[config.mk]
export PLATFORM = sky130hd
export DESIGN_NAME = ps2_key_tracker
export DESIGN_NICKNAME = d
export VERILOG_FILES = /design/src/rtl/ps2_pkg.sv /design/src/rtl/ps2_evt_fifo.sv /design/src/rtl/ps2_key_tracker.sv
export SDC_FILE = /design/constraint.sdc
export NUM_CORES = 1
export LEC_CHECK = 0
export CAP_MARGIN = 10
export CELL_PAD_IN_SITES_DETAIL_PLACEMENT = 0
export CELL_PAD_IN_SITES_GLOBAL_PLACEMENT = 2
export CORE_MARGIN = 3
export CORE_UTILIZATION = 30
export CTS_BUF_LIST = sky130_fd_sc_hd__clkbuf_16
export DETAILED_ROUTE_END_ITERATION = 8
export PLACE_DENSITY = 0.61
export SYNTH_ARGS = -nofsm -noshare
export SYNTH_HDL_FRONTEND = slang
export SYNTH_HIERARCHICAL = 1
export SYNTH_SLANG_ARGS = --single-unit
export TNS_END_PERCENT = 30
[constraint.sdc]
create_clock -name clk -period 3.87 [get_ports clk]
set_input_delay 0.774 -clock clk [delete_from_list [all_inputs] [get_ports clk]]
set_output_delay 0.774 -clock clk [all_outputs]
set_load 0.01 [all_outputs]
[src/rtl/ps2_pkg.sv]
// rtl/ps2_pkg.sv - shared constants, event type and parser states for the PS/2 key tracker
package ps2_pkg;

    localparam logic [7:0] PS2_EXT  = 8'hE0;
    localparam logic [7:0] PS2_BRK  = 8'hF0;
    localparam logic [7:0] PS2_ERR0 = 8'h00;
    localparam logic [7:0] PS2_ERR1 = 8'hFF;

    typedef struct packed {
        logic       ext;
        logic       make;
        logic [7:0] code;
    } ps2_evt_t;

    typedef enum logic [1:0] {
        PS_IDLE,
        PS_EXT,
        PS_BRK,
        PS_EXT_BRK
    } ps2_state_t;

endpackage

[src/rtl/ps2_evt_fifo.sv]
// rtl/ps2_evt_fifo.sv - first-word-fall-through key event FIFO, no push/pop bypass
module ps2_evt_fifo
    import ps2_pkg::*;
#(
    parameter int WIDTH = 10,
    parameter int DEPTH = 4
) (
    input  logic             clk,
    input  logic             rstn,
    input  logic [WIDTH-1:0] s_tdata,
    input  logic             s_tvalid,
    output logic             s_tready,
    output logic [WIDTH-1:0] m_tdata,
    output logic             m_tvalid,
    input  logic             m_tready
);

    localparam int AW = $clog2(DEPTH);
    localparam logic [AW:0] PTR_ONE = 1;

    logic [AW:0]      wr_ptr_q, rd_ptr_q;
    logic [WIDTH-1:0] mem_q [DEPTH];
    logic             push, pop;

    // Extra MSB on each pointer separates full from empty when the indices match.
    assign m_tvalid = (wr_ptr_q != rd_ptr_q);
    assign s_tready = !((wr_ptr_q[AW] != rd_ptr_q[AW]) &&
                        (wr_ptr_q[AW-1:0] == rd_ptr_q[AW-1:0]));
    assign push     = s_tvalid && s_tready;
    assign pop      = m_tvalid && m_tready;
    assign m_tdata  = mem_q[rd_ptr_q[AW-1:0]];

    always_ff @(posedge clk or negedge rstn) begin
        if (!rstn) begin
            wr_ptr_q <= '0;
            rd_ptr_q <= '0;
        end else begin
            if (push) wr_ptr_q <= wr_ptr_q + PTR_ONE;
            if (pop)  rd_ptr_q <= rd_ptr_q + PTR_ONE;
        end
    end

    always_ff @(posedge clk) begin
        if (push) mem_q[wr_ptr_q[AW-1:0]] <= s_tdata;
    end

endmodule

[src/rtl/ps2_key_tracker.sv]
// rtl/ps2_key_tracker.sv - scan-code prefix parser and held-key table feeding a key event FIFO
module ps2_key_tracker
    import ps2_pkg::*;
#(
    parameter int FIFO_DEPTH = 4,
    parameter int MAX_HELD   = 4,
    parameter int CNT_W      = 8
) (
    input  logic                          clk,
    input  logic                          rstn,
    input  logic                          code_valid,
    input  logic [7:0]                    code,
    output logic                          code_next_n,
    output logic                          ev_valid,
    input  logic                          ev_ready,
    output logic [7:0]                    ev_code,
    output logic                          ev_ext,
    output logic                          ev_make,
    output logic [$clog2(MAX_HELD+1)-1:0] held_cnt,
    output logic                          key_down,
    output logic [CNT_W-1:0]              press_count,
    output logic [7:0]                    last_code,
    output logic                          last_ext,
    output logic                          rollover,
    output logic                          err
);

    localparam int HCW = $clog2(MAX_HELD+1);
    localparam logic [CNT_W-1:0] CNT_ONE = 1;

    ps2_state_t           state_q, state_d;
    logic                 err_q, err_d;
    logic                 rollover_q, rollover_d;
    logic [CNT_W-1:0]     press_q, press_d;
    logic [7:0]           last_code_q, last_code_d;
    logic                 last_ext_q, last_ext_d;
    logic                 popped_q;
    logic [MAX_HELD-1:0]  held_q, held_d;
    logic [8:0]           key_q [MAX_HELD];
    logic [MAX_HELD-1:0]  key_wr;

    logic                 is_err, is_ext, is_brk, is_data;
    logic                 cur_ext, cur_brk, accept, roll_set, free_found;
    logic [8:0]           cur_key;
    logic [MAX_HELD-1:0]  hit_oh, free_oh;
    logic                 evt_push, fifo_ready;
    ps2_evt_t             evt, ev_data;

    function automatic logic [HCW-1:0] popcnt(input logic [MAX_HELD-1:0] v);
        logic [HCW-1:0] n;
        n = '0;
        for (int i = 0; i < MAX_HELD; i++) n = n + HCW'(v[i]);
        return n;
    endfunction

    always_comb begin
        is_err  = (code == PS2_ERR0) || (code == PS2_ERR1);
        is_ext  = (code == PS2_EXT);
        is_brk  = (code == PS2_BRK);
        is_data = !(is_err || is_ext || is_brk);
        cur_ext = (state_q == PS_EXT) || (state_q == PS_EXT_BRK);
        cur_brk = (state_q == PS_BRK) || (state_q == PS_EXT_BRK);
        cur_key = {cur_ext, code};

        hit_oh     = '0;
        free_oh    = '0;
        free_found = 1'b0;
        for (int i = 0; i < MAX_HELD; i++) begin
            hit_oh[i] = held_q[i] && (key_q[i] == cur_key);
            if (!held_q[i] && !free_found) begin
                free_oh[i] = 1'b1;
                free_found = 1'b1;
            end
        end

        // The receiver needs one idle cycle after a pop before its head byte is fresh.
        accept = code_valid && !popped_q && (fifo_ready || !is_data);

        state_d     = state_q;
        err_d       = err_q;
        press_d     = press_q;
        last_code_d = last_code_q;
        last_ext_d  = last_ext_q;
        held_d      = held_q;
        key_wr      = '0;
        roll_set    = 1'b0;
        evt_push    = 1'b0;
        evt.ext     = cur_ext;
        evt.make    = !cur_brk;
        evt.code    = code;

        if (accept) begin
            if (is_err) begin
                err_d   = 1'b1;
                state_d = PS_IDLE;
            end else if (is_ext) begin
                case (state_q)
                    PS_IDLE, PS_EXT: state_d = PS_EXT;
                    default: begin
                        err_d   = 1'b1;
                        state_d = PS_IDLE;
                    end
                endcase
            end else if (is_brk) begin
                case (state_q)
                    PS_IDLE: state_d = PS_BRK;
                    PS_EXT:  state_d = PS_EXT_BRK;
                    PS_BRK:  state_d = PS_BRK;
                    default: begin
                        err_d   = 1'b1;
                        state_d = PS_IDLE;
                    end
                endcase
            end else begin
                state_d = PS_IDLE;
                if (cur_brk) begin
                    evt_push = 1'b1;
                    held_d   = held_q & ~hit_oh;
                end else if (hit_oh == '0) begin
                    // A make for a key already held is typematic repeat and is dropped.
                    evt_push    = 1'b1;
                    press_d     = press_q + CNT_ONE;
                    last_code_d = code;
                    last_ext_d  = cur_ext;
                    if (free_found) begin
                        held_d = held_q | free_oh;
                        key_wr = free_oh;
                    end else begin
                        roll_set = 1'b1;
                    end
                end
            end
        end

        rollover_d = (popcnt(held_d) == '0) ? 1'b0 : (rollover_q || roll_set);
    end

    always_ff @(posedge clk or negedge rstn) begin
        if (!rstn) begin
            state_q     <= PS_IDLE;
            err_q       <= 1'b0;
            rollover_q  <= 1'b0;
            press_q     <= '0;
            last_code_q <= '0;
            last_ext_q  <= 1'b0;
            popped_q    <= 1'b0;
            held_q      <= '0;
            for (int i = 0; i < MAX_HELD; i++) key_q[i] <= '0;
        end else begin
            state_q     <= state_d;
            err_q       <= err_d;
            rollover_q  <= rollover_d;
            press_q     <= press_d;
            last_code_q <= last_code_d;
            last_ext_q  <= last_ext_d;
            popped_q    <= accept;
            held_q      <= held_d;
            for (int i = 0; i < MAX_HELD; i++) begin
                if (key_wr[i]) key_q[i] <= cur_key;
            end
        end
    end

    ps2_evt_fifo #(
        .WIDTH ($bits(ps2_evt_t)),
        .DEPTH (FIFO_DEPTH)
    ) u_evt_fifo (
        .clk      (clk),
        .rstn     (rstn),
        .s_tdata  (evt),
        .s_tvalid (evt_push),
        .s_tready (fifo_ready),
        .m_tdata  (ev_data),
        .m_tvalid (ev_valid),
        .m_tready (ev_ready)
    );

    assign code_next_n = !accept;
    assign ev_code     = ev_data.code;
    assign ev_ext      = ev_data.ext;
    assign ev_make     = ev_data.make;
    assign held_cnt    = popcnt(held_q);
    assign key_down    = |held_q;
    assign press_count = press_q;
    assign last_code   = last_code_q;
    assign last_ext    = last_ext_q;
    assign rollover    = rollover_q;
    assign err         = err_q;

endmodule

==> results.sh <==
export IMPL_status="finished, final reports clean"
export IMPL_grt_pass1_wl_microns=18800
export IMPL_cts_sinks=108
export IMPL_worstMarginPinSlew_ns=0.900
export IMPL_holdCritStartpoint="press_count[7]"
export IMPL_maxCapViolCount=0
export IMPL_reg2reg_to="rollover"
export IMPL_core_sq_um=17300
export IMPL_die_h_microns=139
export IMPL_ys_seq_area_share_pct=54.6
export IMPL_grt_usage_pct=12.4
export IMPL_place_area_sq_um=6380
export IMPL_routed_wl_microns=12100
export IMPL_syn2layout_area_growth_pct=28.5
export IMPL_gp_congestion=0.764
export IMPL_p_leak_nw=2.87
export IMPL_rows=48
export IMPL_hp_class="reg2reg"
export IMPL_power_density_nw_per_um2=699
export IMPL_grt_max_degree=37
export IMPL_num_antenna_cells=0
export IMPL_hold_viol=0
export IMPL_initial_utilization_pct=30.7
export IMPL_crit_type="in2reg"
export IMPL_endpoint_kind="flop"
export IMPL_period_share_pct=97.7
export IMPL_via_count=3222
export IMPL_cts_root_buffer="clkbuf_16"
export IMPL_ys_types=55
export IMPL_drc=0
export IMPL_ir_drop_mv=0.297
export IMPL_clk_pin_slew_ns=0.08
export IMPL_drtIter0Drc=109
export IMPL_cts_made_buffers=9
export IMPL_timing_rr_start="state_q[0]"
export IMPL_viasPerCell=4.61
export IMPL_yosys_warnings=6
export IMPL_worst_hold_path_endpoint="press_count[7]"
export IMPL_critPathLaunchType="input port"
export IMPL_drive_above_1_share_pct=32.7
export IMPL_cts_tree="done"
export IMPL_synth_nets=399
export IMPL_synthFlopType="dfrtp_1"
export IMPL_clk_path_buf_depth=2
export IMPL_fin_area_sq_um=6830
export IMPL_fmax_ghz=0.265
export IMPL_htree_num_levels=3
export IMPL_grt_pass1_vias=3381
export IMPL_arrival_ns=4.02
export IMPL_grt_overflow_total=0
export IMPL_wl_per_cell_microns=17.3
export IMPL_synth_edf_count=40
export IMPL_required_ns=4.11
export IMPL_hold_slack_ns=0.479
export IMPL_ys_ff_latch=108
export IMPL_setup_violations=0
export IMPL_antenna_found_initial=0
export IMPL_syn_inst=372
export IMPL_dpl_hpwl_microns=8470
export IMPL_tns_ns=0
export IMPL_drv_slew=0
export IMPL_clock_skew_ns=0.00722
export IMPL_portBuffers=46
export IMPL_first_pass_iters=4
export IMPL_r2r_slack_ns=0.53
export IMPL_clk_latency_ns=0.36
export IMPL_slew_headroom_pct=40.0
export IMPL_dieArea_sq_um=19400
export IMPL_rr_worst_depth=12
export IMPL_syn_area_per_cell_sq_um=14.3
export IMPL_fillCellCount=1656
export IMPL_hold_depth=1
export IMPL_syn_area_sq_um=5320
export IMPL_fin_nets=496
export IMPL_async_reset_ff_share_pct=63.0
export IMPL_postRouteAntennaNets=0
export IMPL_io_pins=47
export IMPL_die_x_microns=139
export IMPL_cp_max_fo=9
export IMPL_period_minus_slack_ns=3.78
final cells by class:
| type | instances | area (sq um) | area share [%] |
|---|---|---|---|
| Inverter | 17 | 63.8 | 0.934 |
| Tap cell | 225 | 282 | 4.12 |
| Timing Repair Buffer | 104 | 1010 | 14.8 |
| Multi-Input combinational cell | 229 | 2280 | 33.4 |
| Sequential cell | 108 | 2900 | 42.5 |
| Clock buffer | 9 | 225 | 3.30 |
| Clock inverter | 7 | 65.1 | 0.953 |
per-layer routing:
| metal | wire length [microns] | vias up | part of all wire (%) | global-route usage (%) |
|---|---|---|---|---|
| met5 | 0 | - | 0 | 0 |
| met4 | 120 | 0 | 0.99 | 3.45 |
| met3 | 404 | 10 | 3.3 | 3.17 |
| met2 | 5810 | 43 | 48 | 20.2 |
| met1 | 5760 | 1624 | 48 | 16.6 |
| li1 | - | 1545 | - | - |
state kept, by name (all words and copies together) (netlist names), 2 cells and up:
signal,cells
held_q,4
key_q,36
last_code,8
press_count,8
state_q,2
u_evt_fifo/mem_q,40
u_evt_fifo/rd_ptr_q,3
u_evt_fifo/wr_ptr_q,3
synthesized netlist by cell type (all sizes together), types with 2 or more instances:
cell type | instances | area (sq um)
dfrtp | 68 | 1700
mux2 | 45 | 567
xor2 | 44 | 419
edfxtp | 40 | 1200
inv | 17 | 63.8
buf | 15 | 124
ha | 13 | 163
mux4 | 10 | 225
nand2 | 10 | 37.5
nand3 | 10 | 50.1
nor3 | 10 | 55.1
nor4 | 10 | 77.6
nor2 | 9 | 66.3
a21oi | 7 | 35.0
and3 | 6 | 37.5
nand4 | 6 | 73.8
o31ai | 6 | 45.0
o21ai | 5 | 28.8
or3 | 5 | 36.3
xnor2 | 5 | 43.8
clkbuf | 3 | 11.3
a211oi | 2 | 15.0
a2bb2oi | 2 | 17.5
fa | 2 | 40.0
nand2b | 2 | 12.5
nor2b | 2 | 12.5
o211ai | 2 | 15.0
o41ai | 2 | 17.5
or4 | 2 | 22.5
cell families (layout without fill, tap and decap cells):
group                    count (synthesis)  in the layout  share of synthesized area, %
XOR/XNOR                                49             49                          8.71
flip-flops                             108            108                          54.6
multiplexers                            56             56                          15.1
AND/OR/NAND/NOR                         74             74                          9.35
AO/OA/AOI/OAI                           35             35                          4.68
adder cells (fa/ha/maj)                 15             15                          3.81
buffers and inverters                   35            137                          3.74
placed cells by master, fill, tap and decap left out, drive strengths merged, types with 11 or more instances in the layout:
master         Yosys  final
buf               15     57
xor2              44     44
clkbuf             3     11
clkdlybuf4s50      0     39
inv               17     22
edfxtp            40     40
mux2              45     45
dfrtp             68     68
ha                13     13
critical path: stages:
cell,delay (ns)
clkdlybuf4s50_1,0.51
buf_12,0.14
xor2_1,0.22
nor4_2,0.09
buf_4,0.15
nand4_2,0.10
nand4_4,0.12
or3_4,0.35
o211ai_1,0.30
fa_1,0.48
ha_1,0.19
ha_1,0.27
o32ai_1,0.26
a21oi_1,0.06
worst max-delay path by stage:
stage,depth (start not counted),endpoint,slack (ns),from
3_5_place_dp,14,rollover,-0.33,code[1]
2_1_floorplan,14,rollover,0.14,code[1]
3_3_place_gp,14,rollover,-0.39,code[0]
6_report,14,rollover,0.09,code[3]
5_1_grt,14,rollover,-0.05,code[3]
4_1_cts,14,rollover,0.03,code[1]
where the power goes:
part / leakage (nW) / total, mW / switching [mW] / internal (mW)
Sequential: 1.18 / 1.85 / 0.276 / 1.57
Combinational: 1.54 / 2.02 / 0.906 / 1.11
Clock: 0.146 / 0.908 / 0.453 / 0.455
Total: 2.87 / 4.77 / 1.64 / 3.14
timing repair:
action	CTS	global route
setup endpoints to repair	0	1
gates resized for setup	0	19
hold buffers	0	0
setup buffers	0	3
metrics by stage:
step / power, mW / std cells / util (%) / worst slack, ns
finish: 4.77 / 699 / 39.5 / 0.0896
global route: 5.10 / 699 / 39.5 / -0.0478
CTS: 4.81 / 694 / 38.5 / 0.0285
detailed placement: 3.87 / 678 / 36.9 / -0.327
global placement: 3.86 / 678 / 36.9 / -0.387
floorplan: 3.06 / 372 / - / 0.136
Note: power is estimated with default switching activity, not from simulation.
